`config.mk`:
```
export PLATFORM = sky130hd
export DESIGN_NAME = psg_bus_master
export DESIGN_NICKNAME = d
export VERILOG_FILES = /design/src/rtl/psg_bus_pkg.sv /design/src/rtl/psg_cmd_fifo.sv /design/src/rtl/psg_bus_master.sv
export SDC_FILE = /design/constraint.sdc
export NUM_CORES = 1
export LEC_CHECK = 0
export BUFFER_PORTS_ARGS = -buffer_cell sky130_fd_sc_hd__buf_2
export CAP_MARGIN = 10
export CELL_PAD_IN_SITES_DETAIL_PLACEMENT = 0
export CELL_PAD_IN_SITES_GLOBAL_PLACEMENT = 1
export CORE_AREA = 2 2 85 103
export CTS_BUF_LIST = sky130_fd_sc_hd__clkbuf_16
export CTS_CLUSTER_SIZE = 10
export DETAILED_ROUTE_END_ITERATION = 8
export DIE_AREA = 0 0 87 105
export PLACE_DENSITY_LB_ADDON = 0.1
export SLEW_MARGIN = 40
export SYNTH_ARGS = -nofsm -noshare
export SYNTH_HDL_FRONTEND = slang
export SYNTH_SLANG_ARGS = --single-unit
```
`constraint.sdc`:
```
create_clock -name i_clk -period 3.15 [get_ports i_clk]
set_clock_uncertainty 0.05 [all_clocks]
set_input_delay 0.4725 -clock i_clk [delete_from_list [all_inputs] [get_ports i_clk]]
set_output_delay 0.4725 -clock i_clk [all_outputs]
set_load 0.01 [all_outputs]
```
`src/rtl/psg_bus_pkg.sv`:
```
// -----------------------------------------------------------------------------
// psg_bus_pkg
// Shared definitions for the PSG bus master: bus-cycle FSM states, the layout
// of a queued command word, and a small constant helper for sizing counters.
// No ports; imported by psg_cmd_fifo and psg_bus_master.
// -----------------------------------------------------------------------------
package psg_bus_pkg;

    // Bus-cycle sequencer states.
    typedef enum logic [2:0] {
        ST_IDLE  = 3'd0,
        ST_SETUP = 3'd1,
        ST_WRITE = 3'd2,
        ST_READ  = 3'd3,
        ST_GAP   = 3'd4
    } state_t;

    // Command word layout: {rd, addr[3:0], data[7:0]}.
    localparam int CMD_W       = 13;
    localparam int CMD_RD      = 12;
    localparam int CMD_ADDR_HI = 11;
    localparam int CMD_ADDR_LO = 8;
    localparam int CMD_DATA_HI = 7;
    localparam int CMD_DATA_LO = 0;

    function automatic logic [CMD_W-1:0] pack_cmd(
        input logic       rd,
        input logic [3:0] addr,
        input logic [7:0] data
    );
        return {rd, addr, data};
    endfunction

    // Largest of three timing parameters; sizes the shared phase counter.
    function automatic int max3(input int a, input int b, input int c);
        int m;
        m = (a > b) ? a : b;
        return (m > c) ? m : c;
    endfunction

endpackage

```
`src/rtl/psg_cmd_fifo.sv`:
```
// -----------------------------------------------------------------------------
// psg_cmd_fifo
// First-word-fall-through command FIFO: the head entry is visible on o_data
// whenever o_empty is low, so the consumer pops and uses it in the same cycle.
// Ports:
//   i_clk, i_rst       clock, synchronous active-high reset (flushes the FIFO)
//   i_push, i_data     write one entry (ignored while full)
//   i_pop              discard the head entry (ignored while empty)
//   o_data             head entry
//   o_empty, o_full    occupancy flags
//   o_level            number of entries held, 0..DEPTH
// -----------------------------------------------------------------------------
module psg_cmd_fifo
    import psg_bus_pkg::*;
#(
    parameter int DEPTH = 4,
    parameter int W     = CMD_W
) (
    input  logic                       i_clk,
    input  logic                       i_rst,
    input  logic                       i_push,
    input  logic [W-1:0]               i_data,
    input  logic                       i_pop,
    output logic [W-1:0]               o_data,
    output logic                       o_empty,
    output logic                       o_full,
    output logic [$clog2(DEPTH):0]     o_level
);

    localparam int AW = $clog2(DEPTH);

    logic [W-1:0]  r_mem [DEPTH];
    logic [AW-1:0] r_wr_ptr;
    logic [AW-1:0] r_rd_ptr;
    logic [AW:0]   r_level;

    logic w_do_push;
    logic w_do_pop;

    assign o_empty   = (r_level == '0);
    assign o_full    = (r_level == (AW+1)'(DEPTH));
    assign w_do_push = i_push && !o_full;
    assign w_do_pop  = i_pop && !o_empty;
    assign o_data    = r_mem[r_rd_ptr];
    assign o_level   = r_level;

    // NOTE: storage has no reset; a flush only clears pointers and level, and
    // keeping the array out of the reset path lets it map onto plain RAM/regs.
    always_ff @(posedge i_clk) begin
        if (w_do_push) begin
            r_mem[r_wr_ptr] <= i_data;
        end
    end

    // NOTE: sequential state is updated with non-blocking assignments so every
    // register samples pre-edge values regardless of block evaluation order.
    always_ff @(posedge i_clk) begin
        if (i_rst) begin
            r_wr_ptr <= '0;
            r_rd_ptr <= '0;
            r_level  <= '0;
        end else begin
            // Pointers wrap naturally because DEPTH is a power of two.
            if (w_do_push) begin
                r_wr_ptr <= r_wr_ptr + 1'b1;
            end
            if (w_do_pop) begin
                r_rd_ptr <= r_rd_ptr + 1'b1;
            end
            case ({w_do_push, w_do_pop})
                2'b10:   r_level <= r_level + 1'b1;
                2'b01:   r_level <= r_level - 1'b1;
                default: r_level <= r_level;
            endcase
        end
    end

endmodule

```
`src/rtl/psg_bus_master.sv`:
```
// -----------------------------------------------------------------------------
// psg_bus_master
// Turns queued PSG register read/write commands into addr/din/cs_n/wr_n bus
// cycles and returns read data, so upstream logic needs no bus timing.
// Each command runs IDLE(pop) -> SETUP -> WRITE|READ -> GAP -> IDLE, with all
// bus outputs registered and addr/din held from SETUP to the end of GAP.
// Ports:
//   i_clk, i_rst                   clock, synchronous active-high reset
//   i_cmd_valid/o_cmd_ready        command handshake (ready = FIFO not full)
//   i_cmd_rd/i_cmd_addr/i_cmd_data command: 1=read, register index, write data
//   o_rd_valid/o_rd_data/o_rd_addr one-cycle read return
//   o_busy                         FIFO non-empty or bus cycle in progress
//   o_fifo_level                   entries held in the command FIFO
//   o_psg_addr/o_psg_din           PSG address and write data
//   o_psg_cs_n/o_psg_wr_n          PSG strobes, active low
//   i_psg_dout                     PSG read data (registered in the PSG)
// -----------------------------------------------------------------------------
module psg_bus_master
    import psg_bus_pkg::*;
#(
    parameter int DEPTH    = 4,
    parameter int WR_PULSE = 2,
    parameter int RD_LAT   = 2,
    parameter int GAP      = 1
) (
    input  logic                       i_clk,
    input  logic                       i_rst,
    input  logic                       i_cmd_valid,
    output logic                       o_cmd_ready,
    input  logic                       i_cmd_rd,
    input  logic [3:0]                 i_cmd_addr,
    input  logic [7:0]                 i_cmd_data,
    output logic                       o_rd_valid,
    output logic [7:0]                 o_rd_data,
    output logic [3:0]                 o_rd_addr,
    output logic                       o_busy,
    output logic [$clog2(DEPTH):0]     o_fifo_level,
    output logic [3:0]                 o_psg_addr,
    output logic [7:0]                 o_psg_din,
    output logic                       o_psg_cs_n,
    output logic                       o_psg_wr_n,
    input  logic [7:0]                 i_psg_dout
);

    // The phase counter holds (cycles remaining - 1), so it never needs to
    // represent the largest timing value itself.
    localparam int CNT_MAX = max3(WR_PULSE, RD_LAT, GAP);
    localparam int CNT_W   = (CNT_MAX > 1) ? $clog2(CNT_MAX) : 1;

    state_t               r_state;
    logic [CNT_W-1:0]     r_cnt;
    logic                 r_is_rd;
    logic [3:0]           r_psg_addr;
    logic [7:0]           r_psg_din;
    logic                 r_psg_cs_n;
    logic                 r_psg_wr_n;
    logic                 r_rd_valid;
    logic [7:0]           r_rd_data;
    logic [3:0]           r_rd_addr;

    logic                 w_fifo_empty;
    logic                 w_fifo_full;
    logic                 w_push;
    logic                 w_pop;
    logic [CMD_W-1:0]     w_head;
    logic [$clog2(DEPTH):0] w_level;

    assign w_push = i_cmd_valid && !w_fifo_full;
    // FWFT head is consumed in the same IDLE cycle that latches it.
    assign w_pop  = (r_state == ST_IDLE) && !w_fifo_empty;

    psg_cmd_fifo #(
        .DEPTH (DEPTH),
        .W     (CMD_W)
    ) u_fifo (
        .i_clk   (i_clk),
        .i_rst   (i_rst),
        .i_push  (w_push),
        .i_data  (pack_cmd(i_cmd_rd, i_cmd_addr, i_cmd_data)),
        .i_pop   (w_pop),
        .o_data  (w_head),
        .o_empty (w_fifo_empty),
        .o_full  (w_fifo_full),
        .o_level (w_level)
    );

    always_ff @(posedge i_clk) begin
        if (i_rst) begin
            r_state    <= ST_IDLE;
            r_cnt      <= '0;
            r_is_rd    <= 1'b0;
            r_psg_addr <= '0;
            r_psg_din  <= '0;
            r_psg_cs_n <= 1'b1;
            r_psg_wr_n <= 1'b1;
            r_rd_valid <= 1'b0;
            r_rd_data  <= '0;
            r_rd_addr  <= '0;
        end else begin
            // Read return is a single-cycle pulse unless READ re-arms it.
            r_rd_valid <= 1'b0;
            case (r_state)
                ST_IDLE: begin
                    if (!w_fifo_empty) begin
                        r_is_rd    <= w_head[CMD_RD];
                        r_psg_addr <= w_head[CMD_ADDR_HI:CMD_ADDR_LO];
                        r_psg_din  <= w_head[CMD_DATA_HI:CMD_DATA_LO];
                        r_state    <= ST_SETUP;
                    end
                end
                ST_SETUP: begin
                    r_psg_cs_n <= 1'b0;
                    if (r_is_rd) begin
                        r_cnt   <= CNT_W'(RD_LAT - 1);
                        r_state <= ST_READ;
                    end else begin
                        r_psg_wr_n <= 1'b0;
                        r_cnt      <= CNT_W'(WR_PULSE - 1);
                        r_state    <= ST_WRITE;
                    end
                end
                ST_WRITE: begin
                    if (r_cnt == '0) begin
                        r_psg_cs_n <= 1'b1;
                        r_psg_wr_n <= 1'b1;
                        r_cnt      <= CNT_W'(GAP - 1);
                        r_state    <= ST_GAP;
                    end else begin
                        r_cnt <= r_cnt - 1'b1;
                    end
                end
                ST_READ: begin
                    if (r_cnt == '0) begin
                        // Edge ending the last cs_n-low cycle: PSG dout has
                        // had RD_LAT cycles to settle on the held address.
                        r_psg_cs_n <= 1'b1;
                        r_rd_data  <= i_psg_dout;
                        r_rd_addr  <= r_psg_addr;
                        r_rd_valid <= 1'b1;
                        r_cnt      <= CNT_W'(GAP - 1);
                        r_state    <= ST_GAP;
                    end else begin
                        r_cnt <= r_cnt - 1'b1;
                    end
                end
                ST_GAP: begin
                    // Guaranteed high time between strobes, so back-to-back
                    // writes to the envelope shape register each retrigger.
                    if (r_cnt == '0) begin
                        r_state <= ST_IDLE;
                    end else begin
                        r_cnt <= r_cnt - 1'b1;
                    end
                end
                default: begin
                    r_psg_cs_n <= 1'b1;
                    r_psg_wr_n <= 1'b1;
                    r_state    <= ST_IDLE;
                end
            endcase
        end
    end

    assign o_cmd_ready  = !w_fifo_full;
    assign o_fifo_level = w_level;
    assign o_busy       = !w_fifo_empty || (r_state != ST_IDLE);
    assign o_psg_addr   = r_psg_addr;
    assign o_psg_din    = r_psg_din;
    assign o_psg_cs_n   = r_psg_cs_n;
    assign o_psg_wr_n   = r_psg_wr_n;
    assign o_rd_valid   = r_rd_valid;
    assign o_rd_data    = r_rd_data;
    assign o_rd_addr    = r_rd_addr;

endmodule

```
==> results.sh <==
export IMPL_status="complete, no violations"
export IMPL_routed_wl_um=6820
export IMPL_r2r_cells=8
export IMPL_io_buffers=55
export IMPL_max_stage_delay_ps=430
export IMPL_cts_tree="done"
export IMPL_hold_class="in -> reg"
export IMPL_drc=0
export IMPL_numCtsBuffers=9
export IMPL_crit_path_frequent_cell="or3_1"
export IMPL_pre_cts_ws_ps=770
export IMPL_htree_levels=3
export IMPL_num_rows=36
export IMPL_arrival_ps=2580
export IMPL_drive_gt1_share_pct=27.1
export IMPL_fin_setup_tns_ps=0
export IMPL_coreArea_um2=8060
export IMPL_fp_dieW_um=87
export IMPL_ios=56
export IMPL_slew_violations=0
export IMPL_ys_warn_count=0
export IMPL_syn_nets=303
export IMPL_clock_path_buffers=2
export IMPL_synth_main_ff_cell="edfxtp_1"
export IMPL_place_congestion=0.759
export IMPL_drt_pass1_iter_count=4
export IMPL_final_common_cell="buf_2"
export IMPL_p_leak_nw=1.55
export IMPL_fin_ws_ps=783
export IMPL_max_freq_mhz=422
export IMPL_mostFrequentLayoutCells="55 x buf_2, 52 x edfxtp_1, 39 x dfxtp_1, 33 x a21oi_1, 26 x nand2_1"
export IMPL_diodes=0
export IMPL_cts_setup_buffers=0
export IMPL_track_usage_pct=16.0
export IMPL_die_y_um=105
export IMPL_irDropWorstVdd_mv=0.448
export IMPL_seq_area_frac_synth_pct=65.6
export IMPL_drv_cap=0
export IMPL_async_flop_share_pct=0
export IMPL_finalInstanceArea_um2=4180
export IMPL_ys_ff_latch=91
export IMPL_root_buffer="clkbuf_16"
export IMPL_powerDensity_nw_per_um2=879
export IMPL_tightest_slew_ps=776
export IMPL_area_growth_pct=17.0
export IMPL_grt_pass1_wl_um=11000
export IMPL_insertion_delay_ps=330
export IMPL_cp_start_kind="flop"
export IMPL_wl_per_cell_um=16.1
export IMPL_worstHoldPathCells=1
export IMPL_cts_hold_buf=0
export IMPL_crit_path_end_kind="flop"
export IMPL_netlist_area_um2=3570
export IMPL_post_route_min_period_ps=2370
export IMPL_grt_antenna_before_repair=0
export IMPL_grt_max_degree=42
export IMPL_cts_resized=0
export IMPL_ant_nets=0
export IMPL_crit_slowest_cell="or3_1"
export IMPL_nFillCells=706
export IMPL_rsz0062_at_grt="no"
export IMPL_hpwl_um=4390
export IMPL_worst_hold_slack_ps=302
export IMPL_hold_viol=0
export IMPL_gr_total_overflow=0
export IMPL_viasPerCell=5.18
export IMPL_initial_utilization_pct=44.3
export IMPL_final_cells=423
export IMPL_vias=2191
export IMPL_post_place_cells=407
export IMPL_critPathMaxFanout=12
export IMPL_synth_edff_count=52
export IMPL_yosysUniqueCellTypes=37
export IMPL_setup_viol=0
export IMPL_postPlaceCellArea_um2=3900
export IMPL_path_clk_slew_ps=60
export IMPL_synthCells=273
export IMPL_final_period_utilization_pct=75.2
export IMPL_required_ps=3360
export IMPL_drtIter0Drc=115
export IMPL_grt_pass1_vias=2117
export IMPL_path_cells="or3_1, nor2_1, ha_1, inv_1, fa_1, xor2_1, or3_1, a21oi_1"
export IMPL_slew_headroom_pct=48.3
export IMPL_cts_sinks=91
export IMPL_nets=353
export IMPL_syn_area_per_cell_um2=13.1
export IMPL_die_area_um2=9140
export IMPL_worstSetupPathType="reg -> reg"
[sequential cells by signal, summed over array words and instances (netlist names), 2 cells and up]
name	count
o_psg_addr	4
o_psg_din	8
o_rd_addr	4
o_rd_data	8
r_state	3
u_fifo.o_level	3
u_fifo.r_mem	52
u_fifo.r_rd_ptr	2
u_fifo.r_wr_ptr	2
[worst paths after layout]
path	from	to	slack (ps)
max	r_state[2]$_SDFFE_PP0P_	u_fifo.o_level[2]$_SDFFE_PP0P_	780
min	i_cmd_data[5]	u_fifo.r_mem[2][5]$_DFFE_PP_	300
max reg2reg	r_state[2]$_SDFFE_PP0P_	u_fifo.o_level[2]$_SDFFE_PP0P_	780
min reg2reg	o_rd_data[5]$_SDFFE_PP0P_	o_rd_data[5]$_SDFFE_PP0P_	400
[through the flow]
stage          utilization (%)  power, mW
2_1_floorplan                -       2.38
3_3_place_gp              48.4       2.70
3_5_place_dp              48.4       2.71
4_1_cts                   51.8       3.74
5_1_grt                   51.8       3.91
6_report                  51.8       3.67
[cell usage after synthesis (2+ instances only)]
library cell  count  share of area (%)
a21o_1            2               0.42
a21oi_1          33                4.6
and3_1            4               0.70
buf_1             3               0.32
buf_2             9                1.3
clkbuf_1          6               0.63
dfxtp_1          39                 22
edfxtp_1         52                 44
ha_1              5                1.8
inv_1             9               0.95
mux2i_1           2               0.56
mux4_2           13                8.2
nand2_1          26                2.7
nand2b_1          2               0.35
nand3_1          15                2.1
nor2_1            9               0.95
nor3_1            3               0.42
o21ai_0          18                2.5
or3_1             4               0.70
xor2_1            2               0.49
[power by group]
| part | switching, mW | total, mW | internal, mW |
|---|---|---|---|
| combinational | 0.606 | 1.07 | 0.467 |
| clock | 0.410 | 1.01 | 0.600 |
| sequential | 0.144 | 1.59 | 1.44 |
| total | 1.16 | 3.67 | 2.51 |
[critical path, delay by kind of cell, from the launching register on]
kind / cells / cell delay [ps]
adder cells (fa/ha/maj): 2 / 580
flip-flops: 1 / 410
AND/OR/NAND/NOR: 3 / 900
AO/OA/AOI/OAI: 1 / 140
buffers and inverters: 1 / 60
XOR/XNOR: 1 / 150
[per-layer routing]
metal | share of wire (%) | vias to the layer above | global-route usage [%] | routed length [µm]
li1 | - | 1104 | - | -
met1 | 44 | 1020 | 20.3 | 3000
met2 | 49 | 57 | 25.5 | 3340
met3 | 4.9 | 10 | 3.32 | 337
met4 | 2.1 | 0 | 8.37 | 144
met5 | 0 | - | 0 | 0
[layout make-up]
cell class | instances | area, µm² | area share, %
clock buffers | 9 | 225 | 5.39
well taps | 95 | 119 | 2.84
clock inverters | 7 | 55.1 | 1.32
flip-flops and latches | 91 | 2340 | 56.0
inverters | 9 | 33.8 | 0.808
multi-input cells | 153 | 1100 | 26.3
repair buffers | 59 | 305 | 7.31
[cell families (layout without fill, tap and decap cells)]
| family | count (synthesis) | count (layout) | synth area share [%] |
|---|---|---|---|
| compound gates | 58 | 58 | 8.79 |
| xor+xnor | 2 | 2 | 0.490 |
| fa+ha+maj | 6 | 6 | 2.31 |
| buf+inv | 29 | 84 | 3.68 |
| flops | 91 | 91 | 65.6 |
| mux | 15 | 15 | 8.76 |
| simple gates | 72 | 72 | 10.4 |
Note: power is estimated with default switching activity, not from simulation.
